--- src/rtl/hier_node_router_pkg.sv ---
// Shared types and helpers for the hierarchy node router and its merge stage.
package hier_node_pkg;

    typedef enum logic [1:0] {
        IDLE  = 2'd0,
        ISSUE = 2'd1,
        WAIT  = 2'd2,
        RESP  = 2'd3
    } state_e;

    localparam int DROP_CNT_W = 8;
    localparam int MAX_CHILD  = 16;

    // One-hot child select; out-of-range selects give an all-zero vector.
    function automatic logic [MAX_CHILD-1:0] onehot_sel(input int unsigned sel);
        onehot_sel = '0;
        if (sel < MAX_CHILD)
            onehot_sel[sel[3:0]] = 1'b1;
    endfunction

endpackage

--- src/rtl/hier_node_router_merge.sv ---
// Combinational response merge: ORs data/err of expected children, flags strays.
module hier_node_merge #(
    parameter int N_CHILD = 5,
    parameter int DATA_W  = 32
) (
    input  logic [N_CHILD-1:0]        rsp_fire_i,
    input  logic [N_CHILD-1:0]        rsp_mask_i,
    input  logic [N_CHILD*DATA_W-1:0] rsp_data_i,
    input  logic [N_CHILD-1:0]        rsp_err_i,
    output logic [N_CHILD-1:0]        hit_o,
    output logic [N_CHILD-1:0]        drop_o,
    output logic [DATA_W-1:0]         hit_data_o,
    output logic                      hit_err_o
);

    assign hit_o  = rsp_fire_i & rsp_mask_i;
    assign drop_o = rsp_fire_i & ~rsp_mask_i;

    always_comb begin
        hit_data_o = '0;
        for (int i = 0; i < N_CHILD; i++) begin
            if (hit_o[i])
                hit_data_o = hit_data_o | rsp_data_i[i*DATA_W +: DATA_W];
        end
        hit_err_o = |(hit_o & rsp_err_i);
    end

endmodule

--- src/rtl/hier_node_router.sv ---
// Hierarchy node: routes one upstream request to a child (or all children),
// merges the child responses and returns a single upstream response.
module hier_node_router
    import hier_node_pkg::*;
#(
    parameter int N_CHILD = 5,
    parameter int DATA_W  = 32,
    parameter int ADDR_W  = 8,
    parameter int SEL_LSB = 0,
    parameter int SEL_W   = 3,
    parameter int TIMEOUT = 255
) (
    input  logic                      clk,
    input  logic                      rst,
    input  logic                      up_req_valid,
    output logic                      up_req_ready,
    input  logic                      up_req_bcast,
    input  logic [ADDR_W-1:0]         up_req_addr,
    input  logic [DATA_W-1:0]         up_req_data,
    output logic [N_CHILD-1:0]        dn_req_valid,
    input  logic [N_CHILD-1:0]        dn_req_ready,
    output logic [ADDR_W-1:0]         dn_req_addr,
    output logic [DATA_W-1:0]         dn_req_data,
    input  logic [N_CHILD-1:0]        dn_rsp_valid,
    output logic [N_CHILD-1:0]        dn_rsp_ready,
    input  logic [N_CHILD*DATA_W-1:0] dn_rsp_data,
    input  logic [N_CHILD-1:0]        dn_rsp_err,
    output logic                      up_rsp_valid,
    input  logic                      up_rsp_ready,
    output logic [DATA_W-1:0]         up_rsp_data,
    output logic                      up_rsp_err,
    output logic                      busy,
    output logic [DROP_CNT_W-1:0]     drop_cnt
);

    localparam int TMR_W = $clog2(TIMEOUT + 1);

    if (N_CHILD < 1 || N_CHILD > MAX_CHILD || (1 << SEL_W) < N_CHILD ||
        TIMEOUT < 1 || SEL_LSB + SEL_W > ADDR_W) begin : g_param_err
        $error("hier_node_router: illegal parameter combination");
    end

    state_e                  state_q;
    logic [N_CHILD-1:0]      issue_mask_q, issue_mask_d;
    logic [N_CHILD-1:0]      rsp_mask_q, rsp_mask_d;
    logic [TMR_W-1:0]        timer_q;
    logic [DATA_W-1:0]       acc_data_q;
    logic                    acc_err_q;
    logic [ADDR_W-1:0]       req_addr_q;
    logic [DATA_W-1:0]       req_data_q;
    logic [DROP_CNT_W-1:0]   drop_cnt_q;

    logic [SEL_W-1:0]        sel;
    logic                    sel_oob;
    logic                    timer_expired;
    logic [N_CHILD-1:0]      rsp_fire, hit, drop;
    logic [DATA_W-1:0]       hit_data;
    logic                    hit_err;

    assign sel           = up_req_addr[SEL_LSB +: SEL_W];
    assign sel_oob       = 32'(sel) >= 32'(N_CHILD);
    assign timer_expired = (timer_q == TMR_W'(TIMEOUT - 1));

    assign up_req_ready  = (state_q == IDLE);
    assign busy          = (state_q != IDLE);
    assign dn_req_valid  = (state_q == ISSUE) ? issue_mask_q : '0;
    assign dn_req_addr   = req_addr_q;
    assign dn_req_data   = req_data_q;
    // Children may answer in any state but RESP; unexpected answers count as drops.
    assign dn_rsp_ready  = {N_CHILD{state_q != RESP}};
    assign up_rsp_valid  = (state_q == RESP);
    assign up_rsp_data   = acc_data_q;
    assign up_rsp_err    = acc_err_q;
    assign drop_cnt      = drop_cnt_q;

    assign rsp_fire      = dn_rsp_valid & dn_rsp_ready;
    assign issue_mask_d  = issue_mask_q & ~dn_req_ready;
    assign rsp_mask_d    = rsp_mask_q & ~hit;

    hier_node_merge #(
        .N_CHILD (N_CHILD),
        .DATA_W  (DATA_W)
    ) u_merge (
        .rsp_fire_i (rsp_fire),
        .rsp_mask_i (rsp_mask_q),
        .rsp_data_i (dn_rsp_data),
        .rsp_err_i  (dn_rsp_err),
        .hit_o      (hit),
        .drop_o     (drop),
        .hit_data_o (hit_data),
        .hit_err_o  (hit_err)
    );

    always_ff @(posedge clk) begin
        if (rst) begin
            state_q      <= IDLE;
            issue_mask_q <= '0;
            rsp_mask_q   <= '0;
            timer_q      <= '0;
            acc_data_q   <= '0;
            acc_err_q    <= 1'b0;
            req_addr_q   <= '0;
            req_data_q   <= '0;
            drop_cnt_q   <= '0;
        end else begin
            if (|drop && drop_cnt_q != '1)
                drop_cnt_q <= drop_cnt_q + 1'b1;

            case (state_q)
                IDLE: begin
                    if (up_req_valid) begin
                        req_addr_q <= up_req_addr;
                        req_data_q <= up_req_data;
                        if (!up_req_bcast && sel_oob) begin
                            acc_data_q <= '0;
                            acc_err_q  <= 1'b1;
                            state_q    <= RESP;
                        end else begin
                            issue_mask_q <= up_req_bcast ? {N_CHILD{1'b1}}
                                                         : N_CHILD'(onehot_sel(32'(sel)));
                            rsp_mask_q   <= up_req_bcast ? {N_CHILD{1'b1}}
                                                         : N_CHILD'(onehot_sel(32'(sel)));
                            acc_data_q   <= '0;
                            acc_err_q    <= 1'b0;
                            timer_q      <= '0;
                            state_q      <= ISSUE;
                        end
                    end
                end
                ISSUE: begin
                    issue_mask_q <= issue_mask_d;
                    rsp_mask_q   <= rsp_mask_d;
                    acc_data_q   <= acc_data_q | hit_data;
                    acc_err_q    <= acc_err_q | hit_err;
                    if (issue_mask_d == '0)
                        state_q <= WAIT;
                end
                WAIT: begin
                    timer_q    <= timer_q + 1'b1;
                    acc_data_q <= acc_data_q | hit_data;
                    rsp_mask_q <= rsp_mask_d;
                    if (rsp_mask_d == '0) begin
                        acc_err_q <= acc_err_q | hit_err;
                        state_q   <= RESP;
                    end else if (timer_expired) begin
                        // Give up on silent children; their late answers become drops.
                        acc_err_q  <= 1'b1;
                        rsp_mask_q <= '0;
                        state_q    <= RESP;
                    end else begin
                        acc_err_q <= acc_err_q | hit_err;
                    end
                end
                RESP: begin
                    if (up_rsp_ready)
                        state_q <= IDLE;
                end
                default: state_q <= IDLE;
            endcase
        end
    end

endmodule

--- config.mk ---
export PLATFORM = sky130hd
export DESIGN_NAME = hier_node_router
export DESIGN_NICKNAME = d
export VERILOG_FILES = /design/src/rtl/hier_node_router_pkg.sv /design/src/rtl/hier_node_router_merge.sv /design/src/rtl/hier_node_router.sv
export SDC_FILE = /design/constraint.sdc
export NUM_CORES = 1
export LEC_CHECK = 0
export CORE_ASPECT_RATIO = 1.75
export CORE_MARGIN = 5
export CORE_UTILIZATION = 25
export CTS_CLUSTER_DIAMETER = 60
export DETAILED_ROUTE_END_ITERATION = 16
export DONT_BUFFER_PORTS = 1
export HOLD_SLACK_MARGIN = 0.03
export RECOVER_POWER = 50
export SKIP_LAST_GASP = 1
export SLEW_MARGIN = 20
export SYNTH_ARGS = -nofsm -noshare
export SYNTH_HDL_FRONTEND = slang
export SYNTH_HIERARCHICAL = 1
export SYNTH_SLANG_ARGS = --single-unit
--- constraint.sdc ---
create_clock -name clk -period 5.11 [get_ports clk]
set_input_delay 1.022 -clock clk [delete_from_list [all_inputs] [get_ports clk]]
set_output_delay 1.022 -clock clk [all_outputs]
set_load 0.05 [all_outputs]
==> flow_summary.yaml, run 1 <==
setup_path:
  crit_required_ns: 5.39
  r2r.worst_path.cells: 6
  crit_chain: "inv_1, ha_1, and2_1, clkbuf_1, nand2_1, a21oi_1"
  path_depth: 6
  crit_start: "state_q[0]"
  cpPeakStageDelay_ns: 1.25
  crit_end: "dn_req_data[6]"
  crit_buf_inv: 2
  worst_r2r_endpoint: "dn_req_data[6]"
  cp_slowest_cell: "clkbuf_1"
  regToRegStartpoint: "state_q[0]"
  worst-path-max-fanout: 40
  start_kind: "register"
  path_delay_family: "buffers and inverters"
  worstPathArrival_ns: 3.59
  r2r_slack_ns: 1.81
  cp-end-kind: "register"
  crit_type: "reg -> reg"
power:
  power_frac_comb_pct: 34.8
  pwr-share-seq_pct: 45.4
  sw_frac_of_total_pct: 50.1
  internal-power_mw: 1.69
  vdd_drop_max_uv: 224
  p_clk_share_pct: 19.8
  cellLeakagePower_nw: 1.97
  powerDensity_nw_per_um2: 628
  p_sw_mw: 1.70
clock_network:
  clkLatencyLatePin_ns: 0.35
  ctsHoldBuffers: 0
  clock_path_buffers: 2
  cts_resized: 0
  cts.clk_slew.worst_paths_ns: 0.07
  cts_num_sinks: 101
  cts_setup_buffers: 0
  cts_buffers: 9
  htree_num_levels: 3
  cts_tree: "built"
  cts_root_buf: "clkbuf_16"
sta:
  setup_viol: 0
  worst_slew_pin_slew_ns: 1.74
  fin_ws_ns: 1.81
  grt_setup_unrepaired: "no"
  period_minus_slack_ns: 3.30
  tns_ns: 0
  timing.fmax_mhz: 303
  relSlewSlack_pct: -15.9
  hold_viol: 0
  finClkSkew_ns: 0.0105
  drv_slew: 41
  timing.final.crit_share_pct: 64.6
synth:
  async_flop_share_pct: 0
  synth_most_common_cell: "nand2_1"
  avgSynthCellArea_um2: 7.95
  synth_cell_types: 53
  synth_fp_nets: 859
  yosysWarnings: 6
  synth-edff-count: 0
  synthCells: 631
  seq_area_frac_synth_pct: 40.3
  synth.area.top_cells: "dfxtp_1, nand2_1, a21oi_1, a222oi_1, a22oi_1"
  ys_top_cells_by_count: "nand2_1, dfxtp_1, a21oi_1, nor2_1, a22oi_1"
  netlist.area_leader.share_pct: 40.3
  synth_area_um2: 5020
  yosys.area.top_type: "dfxtp_1"
  ys.flop_type: "dfxtp_1"
  synth-seq-cells: 101
global_routing:
  grt_util_all_layers_pct: 14.3
  grt_pass1_wl_um: 25200
  globalRouteOverflowTotal: 0
  grt_max_degree: 64
  antenna_found_initial: 3
  grt_pass1_vias: 4515
layout:
  layout-drive-gt1-share_pct: 6.45
  stdcell_area_um2: 5390
  seqCellArea_um2: 2020
  num_antenna_cells: 0
  multiInputGateArea_um2: 2630
  nNetsFinal: 828
  area_growth_pct: 7.36
  fin_cells: 850
  fillers: 2158
floorplanning:
  core-area_um2: 19700
  pin_count: 314
  fp.dieW_um: 117
  floorplan.initialDensity_pct: 25.4
  die-area_um2: 23100
  fp.dieH_um: 197
  row_count: 68
place:
  dp.final_hpwl_um: 14000
  dpl_cell_area_um2: 5100
  numPortBuffers: 0
  place_ws_ns: 2.18
  gp_congestion: 0.859
  place_inst: 834
route:
  routed_wl_um: 17900
  antenna_left: 0
  drt_iter0_drc: 388
  drc: 0
  via_per_inst: 5.35
  dr.pass1.iters: 8
  via_count: 4550
  routedWlPerCell_um: 21.0
outcome:
  outcome: "complete, but fails checks"
  failed_checks: "max-capacitance violations, max-slew violations"
run:
  cap_violations: 1
hold_path:
  hold_path_class: "reg -> reg"
==> kinds of logic (layout without fill, tap and decap cells) <==
kind of cell    Yosys count  after routing  share of synthesized area (%)
mux                       7              7                           1.45
simple gates            238            238                           20.9
compound gates          197            197                           26.8
buf+inv                  73             47                           7.33
xor+xnor                  7              7                           1.22
flops                   101            101                           40.3
fa+ha+maj                 8              8                           2.00
==> registers in the layout, summed over array words and instances, names as in the netlist <==
signal        flops
dn_req_addr       8
dn_req_data      32
drop_cnt          8
issue_mask_q      5
rsp_mask_q        5
state_q           2
timer_q           8
up_rsp_data      32
up_rsp_err        1
==> power groups by stage <==
stage	logic, mW	registers, mW	clock network (mW)
after floorplan	0.982	1.50	0
after global routing	1.33	1.56	0.736
final	1.18	1.54	0.669
after global placement	1.17	1.56	0
after detailed placement	1.19	1.56	0
after CTS	1.20	1.54	0.706
==> layout by cell type (no fill, tap or decap), drive strengths merged, types with 11 or more instances in the layout <==
cell and n:
nor2 62, a22oi 34, dfxtp 101, a222oi 33, nor2b 17, inv 27, clkbuf 11, a21oi 90
nand2 121
==> worst register-to-register path, cell delays in order, from the launching register on <==
cell and delay, ns:
dfxtp_1 0.36, inv_1 0.11, ha_1 0.86, and2_1 0.24
clkbuf_1 1.25, nand2_1 0.25, a21oi_1 0.18
==> worst min-delay path by stage <==
stage / start / endpoint / cells past startpoint
2_1_floorplan: timer_q[6] / timer_q[6] / 2
3_3_place_gp: timer_q[7] / timer_q[7] / 2
3_5_place_dp: timer_q[7] / timer_q[7] / 2
4_1_cts: timer_q[6] / timer_q[6] / 2
5_1_grt: timer_q[7] / timer_q[7] / 2
6_report: timer_q[7] / timer_q[7] / 2
==> per-stage QoR <==
step,hold slack [ns],utilization (%),power [mW]
6_report,0.500,27.3,3.38
3_3_place_gp,0.476,25.9,2.73
4_1_cts,0.497,27.3,3.44
2_1_floorplan,0.458,-,2.49
3_5_place_dp,0.485,25.9,2.75
5_1_grt,0.516,27.3,3.62
==> per-layer routing <==
layer / track usage (%) / part of all wire (%) / up-vias
met5: 0 / 0.23 / -
met4: 5.06 / 1.6 / 6
met3: 4.08 / 10 / 18
met2: 25.3 / 51 / 258
met1: 16.1 / 37 / 2078
li1: - / - / 2190
==> cell type report <==
cell class	count	area share (%)
Clock buffer	10	4.25
Clock inverter	6	1.02
Inverter	24	1.67
Multi-Input combinational cell	457	48.9
Sequential cell	101	37.5
Tap cell	245	5.69
Timing Repair Buffer	7	0.906
Power figures use the tool's default switching activity.
==> run 2, diff against run 1 <==
clock period = 2.7 ns   (was 5.11 ns; I/O delays follow)
==> run 2 against run 1 <==
The flow now finishes without violations. Worst setup slack worse by 1.6 ns. Clock power up 120%. Die area unchanged. Combinational power up 97%. Clock skew down 0.0017 ns. Fmax up 32%. Hold slack worse by 0.25 ns. Largest cell class unchanged. Largest power group unchanged. Highest routed layer unchanged.
==> flow_summary.yaml, run 2 (synthesis results as in run 1) <==
route:
  drt_iter0_drc: 412
  drc: 0
  antenna_left: 0
  routed_wl_um: 18300
  via_per_inst: 5.35
  routedWlPerCell_um: 21.0
  via_count: 4651
  dr.pass1.iters: 7
clock_network:
  cts_resized: 0
  cts_num_sinks: 101
  cts_tree: "built"
  cts_root_buf: "clkbuf_16"
  cts_buffers: 9
  clkLatencyLatePin_ns: 0.36
  cts.clk_slew.worst_paths_ns: 0.08
  clock_path_buffers: 2
  ctsHoldBuffers: 0
  htree_num_levels: 3
  cts_setup_buffers: 0
sta:
  setup_viol: 0
  period_minus_slack_ns: 2.51
  drv_slew: 0
  whs_ns: 0.248
  finClkSkew_ns: 0.00885
  relSlewSlack_pct: 36.2
  worst_slew_pin_slew_ns: 0.949
  timing.fmax_mhz: 399
  grt_setup_unrepaired: "no"
  tns_ns: 0
  timing.final.crit_share_pct: 92.8
  hold_viol: 0
layout:
  finalCoreUtilization_pct: 28.1
  final_cell_mix: "nand2_1, dfxtp_1, a21oi_1, nor2_1, a22oi_1"
  layout-drive-gt1-share_pct: 8.35
  nNetsFinal: 846
  area_growth_pct: 10.7
  final_common_cell: "nand2_1"
setup_path:
  crit_start: "state_q[0]"
  worstPathArrival_ns: 2.73
  start_kind: "register"
  worst-path-max-fanout: 33
  crit_type: "reg -> reg"
  regToRegStartpoint: "state_q[0]"
  crit_required_ns: 2.92
  cp-end-kind: "register"
floorplanning:
  pin_count: 314
  fp.dieW_um: 117
  core-area_um2: 19700
  floorplan.initialDensity_pct: 25.4
  die-area_um2: 23100
  row_count: 68
  fp.dieH_um: 197
global_routing:
  globalRouteOverflowTotal: 0
  grt_max_degree: 64
  grt_pass1_wl_um: 26200
  grt_pass1_vias: 4645
  grt_util_all_layers_pct: 14.9
  antenna_found_initial: 3
power:
  powerDensity_nw_per_um2: 1200
  vdd_drop_max_uv: 645
  cellLeakagePower_nw: 2.07
place:
  numPortBuffers: 0
  dp.final_hpwl_um: 14200
  gp_congestion: 0.860
outcome:
  outcome: "complete, no violations"
run:
  cap_violations: 0
hold_path:
  hp-start: "rst"
  hold_path_class: "in -> reg"
-- run 2: cell types whose count changed in the layout (fill, tap and decap cells not counted) --
cell,previous run,this run
buf_4,6,17
diode_2,0,1
bufinv_16,0,2
clkinvlp_4,2,0
clkbuf_8,0,1
clkbuf_2,0,1
clkbuf_1,2,7
-- run 2: layer usage --
layer	up-vias	share of wire [%]	routed length (µm)	global-route usage (%)
met4	4	2.4	433	6.76
met5	-	0.13	24	0
met2	250	50	9060	25.1
met1	2144	37	6760	16.6
met3	23	11	1980	5.33
li1	2230	-	-	-
-- run 2: stage by stage --
step	power [mW]	setup slack, ns	instance area, µm²	std cells
detailed placement	5.26	0.198	5240	852
finish	6.67	0.194	5550	869
CTS	6.79	0.166	5580	868
global route	7.15	0.0358	5550	869
global placement	5.22	0.256	5240	852
floorplan	4.70	0.238	5020	631
-- run 2: power breakdown --
group / internal (mW) / total (mW) / switching (mW)
clock network: 0.857 / 1.49 / 0.631
logic: 0.790 / 2.33 / 1.54
registers: 1.81 / 2.86 / 1.05
total: 3.45 / 6.67 / 3.22
-- run 2: cell type report --
class,count,area [µm²]
flip-flops and latches,101,2020
clock buffers,10,239
well taps,245,307
multi-input cells,457,2630
clock inverters,6,100
inverters,24,90.1
fillers,2140,14200
diodes,1,2.50
repair buffers,25,159
-- run 2: final timing paths --
path                     end  slack [ns]  depth (start not counted)
max reg2reg       up_rsp_err        0.19                         10
min reg2reg  issue_mask_q[4]        0.50                          2
min           dn_req_addr[0]        0.25                          1
max               up_rsp_err        0.19                         10
-- run 2: critical path, stage by stage, from the launching register on --
cell       delay, ns
dfxtp_1         0.41
ha_1            0.31
nor2b_1         0.09
and2_1          0.17
buf_4           0.24
a222oi_1        0.48
nand2_1         0.15
o22ai_1         0.18
nand3_1         0.09
a31oi_1         0.17
a2111oi_0       0.08
==> run 3, diff against run 2 <==
CORE_AREA = 5 5 120 122   (was default)
CORE_ASPECT_RATIO = default   (was 1.75)
CORE_MARGIN = default   (was 5)
CORE_UTILIZATION = default   (was 25)
DIE_AREA = 0 0 125 127   (was default)
==> run 3 against run 2 <==
Via count is 2.0% higher. Clock power is 11% lower. Combinational power hardly changed. Sequential power hardly changed. Power is 2.4% lower. Die area is 31% lower. Non-clock buffer count is 1 higher. Hold slack better by 0.0063 ns. Worst setup slack better by 0.059 ns. Final cell count is 7.9% lower. Sequential cell count stayed put. Critical path type is now reg -> out. Critical endpoint is now dn_req_valid[0]. Largest cell class unchanged. Highest routed layer is now met4.
==> flow_summary.yaml, run 3 (synthesis results as in run 1) <==
place:
  numPortBuffers: 0
  dpl_cell_area_um2: 5170
  dp.final_hpwl_um: 13500
  place_inst: 784
  gp_congestion: 0.929
route:
  antenna_left: 0
  via_per_inst: 5.93
  drc: 0
  via_count: 4746
  dr.pass1.iters: 7
  routedWlPerCell_um: 21.4
  drt_iter0_drc: 387
  routed_wl_um: 17200
global_routing:
  globalRouteOverflowTotal: 0
  grt_pass1_vias: 4637
  grt_max_degree: 64
  grt_pass1_wl_um: 25800
  antenna_found_initial: 0
  grt_util_all_layers_pct: 20.3
sta:
  period_minus_slack_ns: 2.45
  setup_viol: 0
  tns_ns: 0
  timing.final.crit_share_pct: 90.6
  drv_slew: 0
  finClkSkew_ns: 0.00343
  grt_setup_unrepaired: "no"
  hold_viol: 0
  timing.fmax_mhz: 409
  worst_slew_pin_slew_ns: 0.773
  relSlewSlack_pct: 48.5
clock_network:
  cts.clk_slew.worst_paths_ns: 0.07
  ctsHoldBuffers: 0
  cts_root_buf: "clkbuf_16"
  cts_tree: "built"
  clock_path_buffers: 2
  htree_num_levels: 3
  clkLatencyLatePin_ns: 0.34
  cts_buffers: 9
  cts_resized: 0
  cts_num_sinks: 101
  cts_setup_buffers: 0
power:
  p_total_mw: 6.51
  vdd_drop_max_uv: 519
  cellLeakagePower_nw: 2.06
  powerDensity_nw_per_um2: 1190
setup_path:
  crit_buf_inv: 3
  cpPeakStageDelay_ns: 0.45
  path_delay_family: "buffers and inverters"
  crit_required_ns: 2.16
  cp-end-kind: "primary output"
  worstPathArrival_ns: 1.91
  crit_chain: "inv_1, ha_1, inv_1, nor2_1, buf_4"
  crit_type: "reg -> out"
  worst-path-max-fanout: 12
  start_kind: "register"
  crit_top_cell: "inv_1"
  cp_slowest_cell: "ha_1"
layout:
  num_antenna_cells: 0
  fin_cells: 800
  area_growth_pct: 8.61
  stdcell_area_um2: 5450
  final_cell_mix: "nand2_1, dfxtp_1, a21oi_1, nor2_1, a22oi_1"
  nNetsFinal: 847
  multiInputGateArea_um2: 2630
  final_common_cell: "nand2_1"
  seqCellArea_um2: 2020
  layout-drive-gt1-share_pct: 8.33
  fillers: 1300
floorplanning:
  row_count: 42
  fp.dieH_um: 127
  pin_count: 314
  die-area_um2: 15900
  core-area_um2: 13100
  floorplan.initialDensity_pct: 38.3
  fp.dieW_um: 125
run:
  cap_violations: 0
outcome:
  outcome: "complete, no violations"
hold_path:
  hold_path_class: "in -> reg"
-- run 3: cell types whose count changed in the layout (fill, tap and decap cells not counted), sizes merged --
cell,delta
clkinvlp,+2
buf,+1
bufinv,-1
clkbuf,-1
diode,-1
-- run 3: where the power goes --
part / switching, mW / internal [mW] / leakage, nW
clock network: 0.595 / 0.730 / 0.143
registers: 1.05 / 1.81 / 0.824
logic: 1.53 / 0.800 / 1.09
-- run 3: through the flow --
stage / worst slack, ns / hold slack, ns / utilization (%)
3_3_place_gp: 0.455 / 0.471 / 39.5
2_1_floorplan: 0.238 / 0.458 / -
5_1_grt: 0.143 / 0.232 / 41.6
3_5_place_dp: 0.374 / 0.487 / 39.5
6_report: 0.253 / 0.254 / 41.6
4_1_cts: 0.264 / 0.241 / 41.9
-- run 3: cell type report --
cell class	instances	share of cell area (%)
multi-input combinational	457	48.3
sequential	101	37.1
clock inverter	7	1.47
clock buffer	9	4.13
tap	176	4.04
timing repair buffer	26	3.28
inverter	24	1.65
-- run 3: final timing paths --
path	cells past startpoint	to	slack, ns	start
worst max register to register	8	drop_cnt[1]	0.37	state_q[0]
worst max-delay path	5	dn_req_valid[0]	0.25	state_q[1]
worst min-delay path	1	dn_req_data[28]	0.25	rst
worst min register to register	2	timer_q[7]	0.50	timer_q[7]
-- run 3: per-layer routing --
metal / vias to the layer above / part of all wire [%] / global-route usage [%] / wire length [µm]
li1: 2236 / - / - / -
met1: 2175 / 37 / 22.9 / 6380
met2: 306 / 48 / 33.9 / 8260
met3: 29 / 12 / 8.81 / 2040
met4: 0 / 2.7 / 8.16 / 471
met5: - / 0 / 0 / 0
